## config.mk

```make
export PLATFORM = sky130hd
export DESIGN_NAME = rv_exception_unit
export DESIGN_NICKNAME = d
export VERILOG_FILES = /design/src/rtl/rv_exception_unit.sv
export SDC_FILE = /design/constraint.sdc
export NUM_CORES = 1
export LEC_CHECK = 0
export BUFFER_PORTS_ARGS = -buffer_cell sky130_fd_sc_hd__clkbuf_2
export CORE_AREA = 3 3 108 110
export CTS_CLUSTER_DIAMETER = 100
export CTS_CLUSTER_SIZE = 12
export DETAILED_ROUTE_END_ITERATION = 16
export DIE_AREA = 0 0 111 113
export PLACE_DENSITY_LB_ADDON = 0.2
export SYNTH_ARGS = -nofsm -noshare
export SYNTH_HDL_FRONTEND = slang
export SYNTH_SLANG_ARGS = --single-unit
export TNS_END_PERCENT = 5
```

## constraint.sdc

```tcl
create_clock -name clk_i -period 1.57 [get_ports clk_i]
set_input_delay 0.157 -clock clk_i [delete_from_list [all_inputs] [get_ports clk_i]]
set_output_delay 0.157 -clock clk_i [all_outputs]
set_load 0.03 [all_outputs]
```

## src/rtl/rv_exception_unit.sv

```systemverilog
// rtl/rv_exception_unit.sv - machine-mode trap CSRs, interrupt synchroniser and interrupt request
// Optional feature macro: URV_TIMER_IRQ_EN (timer interrupt path, MTIP/MTIE); disabled when undefined.

`ifndef CSR_ID_MSTATUS
`define CSR_ID_MSTATUS 12'h300
`endif
`ifndef CSR_ID_MIE
`define CSR_ID_MIE 12'h304
`endif
`ifndef CSR_ID_MEPC
`define CSR_ID_MEPC 12'h341
`endif
`ifndef CSR_ID_MCAUSE
`define CSR_ID_MCAUSE 12'h342
`endif
`ifndef CSR_ID_MIP
`define CSR_ID_MIP 12'h344
`endif

module rv_exception_unit #(
  parameter logic [31:0] g_TRAP_VECTOR     = 32'h00000008,
  parameter int          g_IRQ_SYNC_STAGES = 2   // legal range 2..3
) (
  input  logic        clk_i,
  input  logic        rst_i,
  input  logic        x_stall_i,
  input  logic        x_kill_i,
  input  logic        d_is_csr_i,
  input  logic        d_is_eret_i,
  input  logic [11:0] d_csr_sel_i,
  input  logic [31:0] x_csr_write_value_i,
  input  logic        x_exception_i,
  input  logic [3:0]  x_exception_cause_i,
  input  logic [31:0] x_pc_i,
  input  logic        x_irq_taken_i,
  input  logic        irq_i,
  input  logic        timer_irq_i,
  output logic        x_irq_o,
  output logic [31:0] x_trap_vector_o,
  output logic [31:0] csr_mstatus_o,
  output logic [31:0] csr_mip_o,
  output logic [31:0] csr_mie_o,
  output logic [31:0] csr_mepc_o,
  output logic [31:0] csr_mcause_o
);

  logic [g_IRQ_SYNC_STAGES-1:0] irq_sync_q;

  logic        mstatus_mie_q,  mstatus_mie_d;
  logic        mstatus_mpie_q, mstatus_mpie_d;
  logic        mie_meie_q,     mie_meie_d;
  logic [31:2] mepc_q,         mepc_d;
  logic        mcause_irq_q,   mcause_irq_d;
  logic [3:0]  mcause_code_q,  mcause_code_d;
  logic        irq_q,          irq_d;

  logic meip;
  logic mtip;
  logic mtie;
  logic commit;
  logic pending;
  logic trap;
  logic unused_inputs;

  assign meip    = irq_sync_q[g_IRQ_SYNC_STAGES-1];
  assign commit  = !x_stall_i && !x_kill_i;
  assign pending = mstatus_mie_q && ((mie_meie_q && meip) || (mtie && mtip));

`ifdef URV_TIMER_IRQ_EN
  logic mtip_q;
  logic mie_mtie_q, mie_mtie_d;

  // Timer level is already synchronous, so one register stage is enough
  always_ff @(posedge clk_i or posedge rst_i) begin
    if (rst_i) begin
      mtip_q     <= 1'b0;
      mie_mtie_q <= 1'b0;
    end else begin
      mtip_q     <= timer_irq_i;
      mie_mtie_q <= mie_mtie_d;
    end
  end

  assign mtip          = mtip_q;
  assign mtie          = mie_mtie_q;
  assign unused_inputs = ^x_pc_i[1:0];
`else
  assign mtip          = 1'b0;
  assign mtie          = 1'b0;
  assign unused_inputs = ^{x_pc_i[1:0], timer_irq_i};
`endif

  // Synchroniser for the asynchronous external interrupt level
  always_ff @(posedge clk_i or posedge rst_i) begin
    if (rst_i) begin
      irq_sync_q <= '0;
    end else begin
      irq_sync_q <= {irq_sync_q[g_IRQ_SYNC_STAGES-2:0], irq_i};
    end
  end

  // Prioritised trap / return / CSR-write next state; lower-priority events are dropped
  always_comb begin
    mstatus_mie_d  = mstatus_mie_q;
    mstatus_mpie_d = mstatus_mpie_q;
    mie_meie_d     = mie_meie_q;
    mepc_d         = mepc_q;
    mcause_irq_d   = mcause_irq_q;
    mcause_code_d  = mcause_code_q;
`ifdef URV_TIMER_IRQ_EN
    mie_mtie_d     = mie_mtie_q;
`endif
    trap           = 1'b0;

    if (x_exception_i && commit) begin
      trap           = 1'b1;
      mepc_d         = x_pc_i[31:2];
      mcause_irq_d   = 1'b0;
      mcause_code_d  = x_exception_cause_i;
      mstatus_mpie_d = mstatus_mie_q;
      mstatus_mie_d  = 1'b0;
    end else if (x_irq_taken_i && irq_q) begin
      trap           = 1'b1;
      mepc_d         = x_pc_i[31:2];
      mcause_irq_d   = 1'b1;
`ifdef URV_TIMER_IRQ_EN
      // External outranks timer when both are pending and enabled
      mcause_code_d  = (meip && mie_meie_q) ? 4'hB : 4'h7;
`else
      mcause_code_d  = 4'hB;
`endif
      mstatus_mpie_d = mstatus_mie_q;
      mstatus_mie_d  = 1'b0;
    end else if (d_is_eret_i && commit) begin
      mstatus_mie_d  = mstatus_mpie_q;
      mstatus_mpie_d = 1'b1;
    end else if (d_is_csr_i && commit) begin
      case (d_csr_sel_i)
        `CSR_ID_MSTATUS: begin
          mstatus_mie_d  = x_csr_write_value_i[3];
          mstatus_mpie_d = x_csr_write_value_i[7];
        end
        `CSR_ID_MIE: begin
          mie_meie_d = x_csr_write_value_i[11];
`ifdef URV_TIMER_IRQ_EN
          mie_mtie_d = x_csr_write_value_i[7];
`endif
        end
        `CSR_ID_MEPC: begin
          mepc_d = x_csr_write_value_i[31:2];
        end
        `CSR_ID_MCAUSE: begin
          mcause_irq_d  = x_csr_write_value_i[31];
          mcause_code_d = x_csr_write_value_i[3:0];
        end
        default: ;  // mip is read-only; unknown addresses are ignored
      endcase
    end

    // A trap this cycle clears MIE, so the request must not linger past it
    irq_d = pending && !trap;
  end

  // Trap state and interrupt request registers
  always_ff @(posedge clk_i or posedge rst_i) begin
    if (rst_i) begin
      mstatus_mie_q  <= 1'b0;
      mstatus_mpie_q <= 1'b0;
      mie_meie_q     <= 1'b0;
      mepc_q         <= '0;
      mcause_irq_q   <= 1'b0;
      mcause_code_q  <= '0;
      irq_q          <= 1'b0;
    end else begin
      mstatus_mie_q  <= mstatus_mie_d;
      mstatus_mpie_q <= mstatus_mpie_d;
      mie_meie_q     <= mie_meie_d;
      mepc_q         <= mepc_d;
      mcause_irq_q   <= mcause_irq_d;
      mcause_code_q  <= mcause_code_d;
      irq_q          <= irq_d;
    end
  end

  assign x_irq_o         = irq_q;
  assign x_trap_vector_o = g_TRAP_VECTOR;
  assign csr_mstatus_o   = {24'b0, mstatus_mpie_q, 3'b0, mstatus_mie_q, 3'b0};
  assign csr_mie_o       = {20'b0, mie_meie_q, 3'b0, mtie, 7'b0};
  assign csr_mip_o       = {20'b0, meip, 3'b0, mtip, 7'b0};
  assign csr_mepc_o      = {mepc_q, 2'b00};
  assign csr_mcause_o    = {mcause_irq_q, 27'b0, mcause_code_q};

endmodule

```

---- Yosys cells after proc, flatten, opt, wreduce, memory -nomap -nowiden ----
Index checks and enable logic that the tools add are counted.
W data, S select, Z words.
storage, ports and cells
  output and inout bits ................... 193
  register bits after elaboration ......... 41
cells by class
  bitwise operators ....................... 3
  equality and inequality tests ........... 5
  muxes and demuxes ....................... 27
  reductions and logical operators ........ 20
operators with widths
  cell                    count
  $mux W30                5
  $eq A12 B10 Y1 const B  4
  $mux W4                 5
  $mux W1                 17
  $reduce_bool A3 Y1      3
  $logic_and A1 B1 Y1     8
  $reduce_bool A4 Y1      2
  $reduce_and A3 Y1       2
  $reduce_and A5 Y1       1
  $logic_not A1 Y1        3
  $ne A3 B3 Y1 const B    1
  $not A1 Y1              3
  $reduce_and A2 Y1       1

---- Depth between registers and ports, before layout ----
Gate-level depths: netlist of run 1.
  depth in word-level cells ............... 7
  depth in mapped cells ................... 7
  mapped depth without buffers ............ 4

---- Worst setup path before layout of run 1 ----
No wires, ideal clock.
  path type ............................... flip-flop to flip-flop
  start point ............................. register irq_q (netlist: x_irq_o)
  end point ............................... register mie_meie_q
  arrival time ............................ 1.291 ns
  buffers on the path ..................... 0
  path slack .............................. 0.151 ns
  clock period less this slack ............ 1.419 ns
  stages on the path, launching flop included .. 5
  cell sequence ........................... dfrtp_1 > nand2_1 > nand2_4 > nor4_1 > mux2_1
on the way
  longest elaborated chain between the ends .. 3
RTL lines
  element                      line  source
  start: declaration           55    logic irq_q, irq_d;
  start signal: assignment     181   irq_q <= irq_d;
  $logic_and A1 B1 Y1          122   end else if (x_irq_taken_i && irq_q) begin
  $not A1 Y1 (no line)         n/a
  $reduce_and A5 Y1 (no line)  n/a
  end signal: assignment       177   mie_meie_q <= mie_meie_d;
  end: declaration             51    logic mie_meie_q, mie_meie_d;
No other way between the ends.
A chain may end at the register's enable or synchronous reset.

---- Worst setup path in the final report of run 1 ----
Same ends and word-level chain as after synthesis.

==> results of run 1 <==
[cell usage after synthesis, types with 4 or more instances]
| library cell | count | area share [%] |
|---|---|---|
| buf_4 | 159 | 35 |
| dfrtp_1 | 41 | 30 |
| a21oi_1 | 32 | 4.7 |
| o21ai_0 | 31 | 4.6 |
| a31oi_1 | 30 | 5.5 |
| nor2_2 | 20 | 3.7 |
| nor2_1 | 15 | 1.7 |
| buf_2 | 10 | 1.5 |
| buf_6 | 7 | 2.3 |
| o21ai_1 | 7 | 1.0 |
| o211ai_1 | 4 | 0.88 |
[cell usage in the layout, fill, tap and decap left out, types with 3 or more instances in the layout]
cell type	count
clkbuf_1	3
nor2_1	15
nor2_2	20
a31oi_1	30
dfrtp_1	41
o21ai_1	7
buf_4	13
clkbuf_8	5
clkbuf_2	126
nor3_1	3
a21oi_1	32
buf_12	5
o21ai_0	31
o211ai_2	3
conb_1	153
o211ai_1	4
[routing by layer]
layer | up-vias | track usage (%) | part of all wire (%)
met5 | - | 0 | 0
met4 | 0 | 3.12 | 1.3
met3 | 8 | 3.26 | 8.6
met2 | 154 | 23.1 | 51
met1 | 1309 | 15.4 | 39
li1 | 1283 | - | -
[state kept, by name (all words and copies together), names as in the netlist]
register,count
irq_sync_q,2
mcause_code_q,4
mcause_irq_q,1
mepc_q,30
mie_meie_q,1
mstatus_mie_q,1
mstatus_mpie_q,1
x_irq_o,1
[worst min-delay path by stage]
stage	slack (ns)	cells past startpoint	end
finish	0.07	2	mcause_irq_q
CTS	0.06	2	mcause_irq_q
detailed placement	0.21	2	mepc_q[12]
global route	0.08	2	mcause_irq_q
floorplan	0.19	0	irq_sync_q[0]
global placement	0.22	2	mepc_q[12]
[logic make-up (layout without fill, tap and decap cells)]
| group | count (synthesis) | in the layout | share of synthesized area, % |
|---|---|---|---|
| muxes | 4 | 4 | 1.29 |
| other | 2 | 153 | 0.221 |
| AOI/OAI and AO/OA | 109 | 109 | 18.3 |
| and+or+nand+nor | 59 | 59 | 10.5 |
| DFF | 41 | 41 | 30.2 |
| buffers and inverters | 181 | 156 | 39.5 |
[final cells by class]
cell class | instances | area, µm² | share of cell area [%]
Inverter | 2 | 7.51 | 0.201
Multi-Input combinational cell | 325 | 1600 | 42.8
Clock buffer | 8 | 80.1 | 2.14
Tap cell | 140 | 175 | 4.69
Sequential cell | 41 | 1030 | 27.5
Timing Repair Buffer | 146 | 848 | 22.7
[power breakdown]
group / total, mW / switching (mW) / internal, mW
logic: 1.45 / 1.12 / 0.335
clock network: 0.680 / 0.363 / 0.317
registers: 1.29 / 0.0822 / 1.21
total: 3.43 / 1.56 / 1.86
[critical path, cell delays in order, from the launching register on]
cell and delay [ns]:
dfrtp_1 0.38, nand2_1 0.19, nand2_4 0.13, nor4_1 0.23, mux2_1 0.35
[metrics by stage]
step / setup WS [ns] / instances / total power [mW] / hold WS (ns)
6_report: 0.174 / 662 / 3.43 / 0.0724
2_1_floorplan: 0.151 / 547 / 2.68 / 0.188
4_1_cts: 0.171 / 662 / 3.48 / 0.0621
5_1_grt: 0.0526 / 662 / 3.64 / 0.0801
3_3_place_gp: 0.0124 / 652 / 2.76 / 0.219
3_5_place_dp: 0.00291 / 652 / 2.77 / 0.211
[timing repair]
action,in CTS,in global routing
resized for setup,0,0
hold buffers,2,0
endpoints found under the hold margin,21,0
setup endpoints to repair,0,0
==> metrics.log, run 1 <==
[metrics] post-detailed-route via-to-cell ratio: 4.16
[metrics] Power Dens Cells: 917 mW/mm²
[metrics] highest ir drop seen on vdd: 0.000336 V
[metrics] critical path launch point type: register
[metrics] kind of path behind the tightest hold check: primary input to register
[metrics] height of the die: 113 µm
[metrics] Post-synth EDFFs: 0
[metrics] vias in the first global route: 2483
[metrics] beginning of the worst register-to-register path: x_irq_o
[metrics] clock tree from TritonCTS: done
[metrics] critical path peak fanout: 6
[metrics] final routed wire length divided by cell count: 13.6 µm
[metrics] initial core utilization: 31.5%
[metrics] share of the core filled with cells: 34.6%
[metrics] Finished Cell Area: 0.00374 mm²
[metrics] number of clock buffers inserted by TritonCTS: 5
[metrics] Area growth, synth to finish: 9.98%
[metrics] FF-to-FF End: mie_meie_q
[metrics] fraction of final layout cells with drive strength greater than 1: 34.7%
[metrics] endpoint class of the critical path: register
[metrics] number of buffers added on ports: 126
[metrics] first-iteration detailed-routing DRC count: 117
[metrics] post-detailed-placement cell area: 0.00364 mm²
[metrics] Detail Route Antenna Nets: 0
[metrics] depth of the worst register-to-register path: 4
[metrics] Final Max Tran Viols: 0
[metrics] first-pass GRT wire length: 13200 µm
[metrics] Filler Cells Inserted: 1168
[metrics] Max Root-Sink Buffers: 2
[metrics] total wire length after detailed routing: 9000 µm
[metrics] most used flip-flop cell after synthesis: dfrtp_1
[metrics] maximum number of pins on one net before global-route repair: 22
[metrics] Worst Hold Launch: x_exception_i
[metrics] top achievable clock speed: 0.716 GHz
[metrics] DR pass1 iterations: 4
[metrics] total global-route track usage: 12.9%
[metrics] number of sinks on the clock net: 41
[metrics] final worst clock skew: 0.00361 ns
[metrics] post-route clock period utilization: 88.9%
[metrics] Post-Syn Area: 0.00340 mm²
[metrics] core outline area: 0.0108 mm²
[metrics] sum of negative setup slack: 0 ns
[metrics] number of top-level design ports: 283
[metrics] final count of hold timing violations: 0
[metrics] critical path required time: 1.74 ns
[metrics] total inserted antenna cells: 0
[metrics] number of antenna violations at the first check in global routing: 0
[metrics] Critical path destination: mie_meie_q
[metrics] Final GP Congestion: 0.755
[metrics] unrepaired setup endpoints after global routing: no
[metrics] Arr. time, crit path: 1.57 ns
[metrics] Residual DRC: 0
[metrics] minimum setup slack among reg-to-reg paths: 0.17 ns
[metrics] distinct cell type count of the synthesized netlist: 37
[metrics] post-synthesis cell count: 396
[metrics] register bit count reported by yosys: 41
[metrics] minimum clock period: 1.40 ns
[metrics] Die Footprint: 0.0125 mm²
[metrics] Async SR Flop Fraction: 100%
[metrics] insertion delay of the later-clocked pin in the worst-skew pair: 0.28 ns
[metrics] slew margin rel.: 65.4%
[metrics] width of the die: 111 µm
[metrics] standard-cell row count: 38
[metrics] critical path start-end classification: register to register
[metrics] vias post-DR: 2754
[metrics] mean area per synthesized cell: 8.58 µm²
[metrics] post-synthesis sequential area ratio: 30.2%
[metrics] Post-DP HPWL: 6990 µm
[metrics] Worst Max-Slew Pin Slew: 0.519 ns
[metrics] final setup violating endpoints: 0
[metrics] Syn. warnings: 0
[metrics] setup bufs post-CTS: 0
[metrics] clock-pin transition on the worst setup and hold timing paths: 0.08 ns
[metrics] result of the run: finished, final reports clean
[metrics] buffer cell driving the clock tree root: clkbuf_8
[metrics] H-tree depth: 2
[metrics] Critical Path Start: x_irq_o
[metrics] LEAKAGE: 1.92 nW
[metrics] total number of nets in the final design: 611
[metrics] # Max-Cap Violations: 0
[metrics] grt ovf: 0
Power figures use the tool's default switching activity.
==> run 2: changes to the inputs <==
--- a/config.mk
+++ b/config.mk
@@ -5,12 +5,12 @@
 export SDC_FILE = /design/constraint.sdc
 export NUM_CORES = 1
 export LEC_CHECK = 0
-export BUFFER_PORTS_ARGS = -buffer_cell sky130_fd_sc_hd__clkbuf_2
 export CORE_AREA = 3 3 108 110
 export CTS_CLUSTER_DIAMETER = 100
 export CTS_CLUSTER_SIZE = 12
 export DETAILED_ROUTE_END_ITERATION = 16
 export DIE_AREA = 0 0 111 113
+export DONT_BUFFER_PORTS = 1
 export PLACE_DENSITY_LB_ADDON = 0.2
 export SYNTH_ARGS = -nofsm -noshare
 export SYNTH_HDL_FRONTEND = slang
==> metrics.log, run 2 (same netlist as run 1, synthesis figures left out) <==
[metrics] worst setup margin: 0.203 ns (was 0.174 ns)
[metrics] kind of path behind the tightest hold check: primary input to register (unchanged)
[metrics] post-route clock period utilization: 87.0% (was 88.9%)
[metrics] critical path required time: 1.79 ns (was 1.74 ns)
[metrics] smallest hold slack: 0.0138 ns (was 0.0724 ns)
[metrics] leading cell types in the layout, fill and taps excluded: conb_1 (153), dfrtp_1 (41), a21oi_1 (32), o21ai_0 (31), a31oi_1 (30) (was conb_1 (153), clkbuf_2 (126), dfrtp_1 (41), a21oi_1 (32), o21ai_0 (31))
[metrics] initial core utilization: 31.5% (unchanged)
[metrics] flip-flop count of the largest register, all copies and words added: 30 (unchanged)
[metrics] Post-DP HPWL: 6710 µm (was 6990 µm)
[metrics] Final Max Tran Viols: 0 (unchanged)
[metrics] first-pass GRT wire length: 12700 µm (was 13200 µm)
[metrics] highest ir drop seen on vdd: 0.000305 V (was 0.000336 V)
[metrics] Max Root-Sink Buffers: 2 (unchanged)
[metrics] Residual DRC: 0 (unchanged)
[metrics] # Max-Cap Violations: 0 (unchanged)
[metrics] standard-cell row count: 38 (unchanged)
[metrics] Largest regs: mepc_q (30), mcause_code_q (4), irq_sync_q (2) (unchanged)
[metrics] total number of nets in the final design: 487 (was 611)
[metrics] height of the die: 113 µm (unchanged)
[metrics] buffer cell driving the clock tree root: clkbuf_8 (unchanged)
[metrics] minimum setup slack among reg-to-reg paths: 0.20 ns (was 0.17 ns)
[metrics] top achievable clock speed: 0.732 GHz (was 0.716 GHz)
[metrics] critical path start-end classification: register to register (unchanged)
[metrics] minimum clock period: 1.37 ns (was 1.40 ns)
[metrics] core outline area: 0.0108 mm² (unchanged)
[metrics] post-detailed-route via-to-cell ratio: 4.24 (was 4.16)
[metrics] total global-route track usage: 12.7% (was 12.9%)
[metrics] crit path cell chain: nand2_1, and2_4, buf_4, nor2_2, a21oi_1 (was nand2_1, nand2_4, nor4_1, mux2_1)
[metrics] final count of hold timing violations: 0 (unchanged)
[metrics] Power Dens Cells: 1020 mW/mm² (was 917 mW/mm²)
[metrics] vias post-DR: 2280 (was 2754)
[metrics] Finished Cell Area: 0.00309 mm² (was 0.00374 mm²)
[metrics] Final GP Congestion: 0.745 (was 0.755)
[metrics] Finished Layout Cells: 538 (was 662)
[metrics] Arr. time, crit path: 1.58 ns (was 1.57 ns)
[metrics] critical path launch point type: register (unchanged)
[metrics] width of the die: 111 µm (unchanged)
[metrics] cells resized by post-CTS repair: 0 (unchanged)
[metrics] share of the core filled with cells: 28.7% (was 34.6%)
[metrics] Inst Count DP: 524 (was 652)
[metrics] number of clock buffers inserted by TritonCTS: 5 (unchanged)
[metrics] final setup violating endpoints: 0 (unchanged)
[metrics] register bank with the most flops: mepc_q (unchanged)
[metrics] clock tree from TritonCTS: done (unchanged)
[metrics] number of antenna violations at the first check in global routing: 0 (unchanged)
[metrics] master of the slowest instance on the critical path: dfrtp_1 (unchanged)
[metrics] number of top-level design ports: 283 (unchanged)
[metrics] most common library cell in the layout ignoring fill and taps: conb_1 (unchanged)
[metrics] insertion delay of the later-clocked pin in the worst-skew pair: 0.29 ns (was 0.28 ns)
[metrics] DR pass1 iterations: 4 (unchanged)
[metrics] post-detailed-placement cell area: 0.00295 mm² (was 0.00364 mm²)
[metrics] critical path peak fanout: 15 (was 6)
[metrics] maximum number of pins on one net before global-route repair: 22 (unchanged)
[metrics] final routed wire length divided by cell count: 16.1 µm (was 13.6 µm)
[metrics] total inserted antenna cells: 0 (unchanged)
[metrics] vias in the first global route: 2143 (was 2483)
[metrics] LEAKAGE: 1.39 nW (was 1.92 nW)
[metrics] fraction of final layout cells with drive strength greater than 1: 13.3% (was 34.7%)
[metrics] setup bufs post-CTS: 0 (unchanged)
[metrics] slew margin rel.: 66.7% (was 65.4%)
[metrics] result of the run: finished, final reports clean (unchanged)
[metrics] critical path's largest stage delay: 0.39 ns (was 0.38 ns)
[metrics] clock-pin transition on the worst setup and hold timing paths: 0.09 ns (was 0.08 ns)
[metrics] Detail Route Antenna Nets: 0 (unchanged)
[metrics] number of buffers added on ports: 0 (was 126)
[metrics] Worst Max-Slew Pin Slew: 0.499 ns (was 0.519 ns)
[metrics] Place WS: 0.0991 ns (was 0.00291 ns)
[metrics] sum of negative setup slack: 0 ns (unchanged)
[metrics] hold-fix buffers at CTS: 6 (was 2)
[metrics] H-tree depth: 2 (unchanged)
[metrics] final worst clock skew: 0.00913 ns (was 0.00361 ns)
[metrics] total power of the final layout: 3.17 mW (was 3.43 mW)
[metrics] unrepaired setup endpoints after global routing: no (unchanged)
[metrics] first-iteration detailed-routing DRC count: 84 (was 117)
[metrics] Area growth, synth to finish: -8.95% (was 9.98%)
[metrics] number of sinks on the clock net: 41 (unchanged)
[metrics] total wire length after detailed routing: 8650 µm (was 9000 µm)
[metrics] grt ovf: 0 (unchanged)
[metrics] endpoint class of the critical path: register (unchanged)
[metrics] Die Footprint: 0.0125 mm² (unchanged)
[run 2: cell count changes in the layout (fill, tap and decap cells not counted), sizes merged]
cell / before / now
buf: 18 / 16
clkbuf: 134 / 8
dlygate4sd3: 2 / 6
[run 2: final cells by class]
type | instances | area [µm²]
clock buffers | 8 | 80.1
well taps | 140 | 175
multi-input cells | 325 | 1600
inverters | 2 | 7.51
flip-flops and latches | 41 | 1030
fillers | 1185 | 7700
repair buffers | 22 | 205
[run 2: where the power goes]
part | switching (mW) | internal, mW | leakage [nW]
combinational | 0.683 | 0.156 | 0.882
sequential | 0.431 | 1.21 | 0.465
clock | 0.373 | 0.317 | 0.0395
[run 2: layer usage]
metal | global-route usage [%] | wire length [µm] | up-vias
met2 | 22.5 | 4500 | 155
met5 | 0 | 0 | -
met3 | 4.22 | 909 | 12
met1 | 14.6 | 3090 | 1077
met4 | 3.78 | 152 | 0
li1 | - | - | 1036
[run 2: path summary, 6_finish.rpt]
kind | depth (start not counted) | endpoint | start
setup reg to reg | 5 | mepc_q[9] | x_irq_o
hold / removal | 2 | mepc_q[6] | x_pc_i[6]
max in group asynchronous | 3 | mepc_q[2] | rst_i
hold reg to reg | 0 | irq_sync_q[1] | irq_sync_q[0]
min in group asynchronous | 2 | mepc_q[12] | rst_i
setup / recovery | 5 | mepc_q[9] | x_irq_o
[run 2: critical path: cells and delay by family (launching register included)]
kind | cells | cell delay (ns)
AND/OR/NAND/NOR | 3 | 0.48
flip-flops | 1 | 0.39
AO/OA/AOI/OAI | 1 | 0.13
buffers and inverters | 1 | 0.29
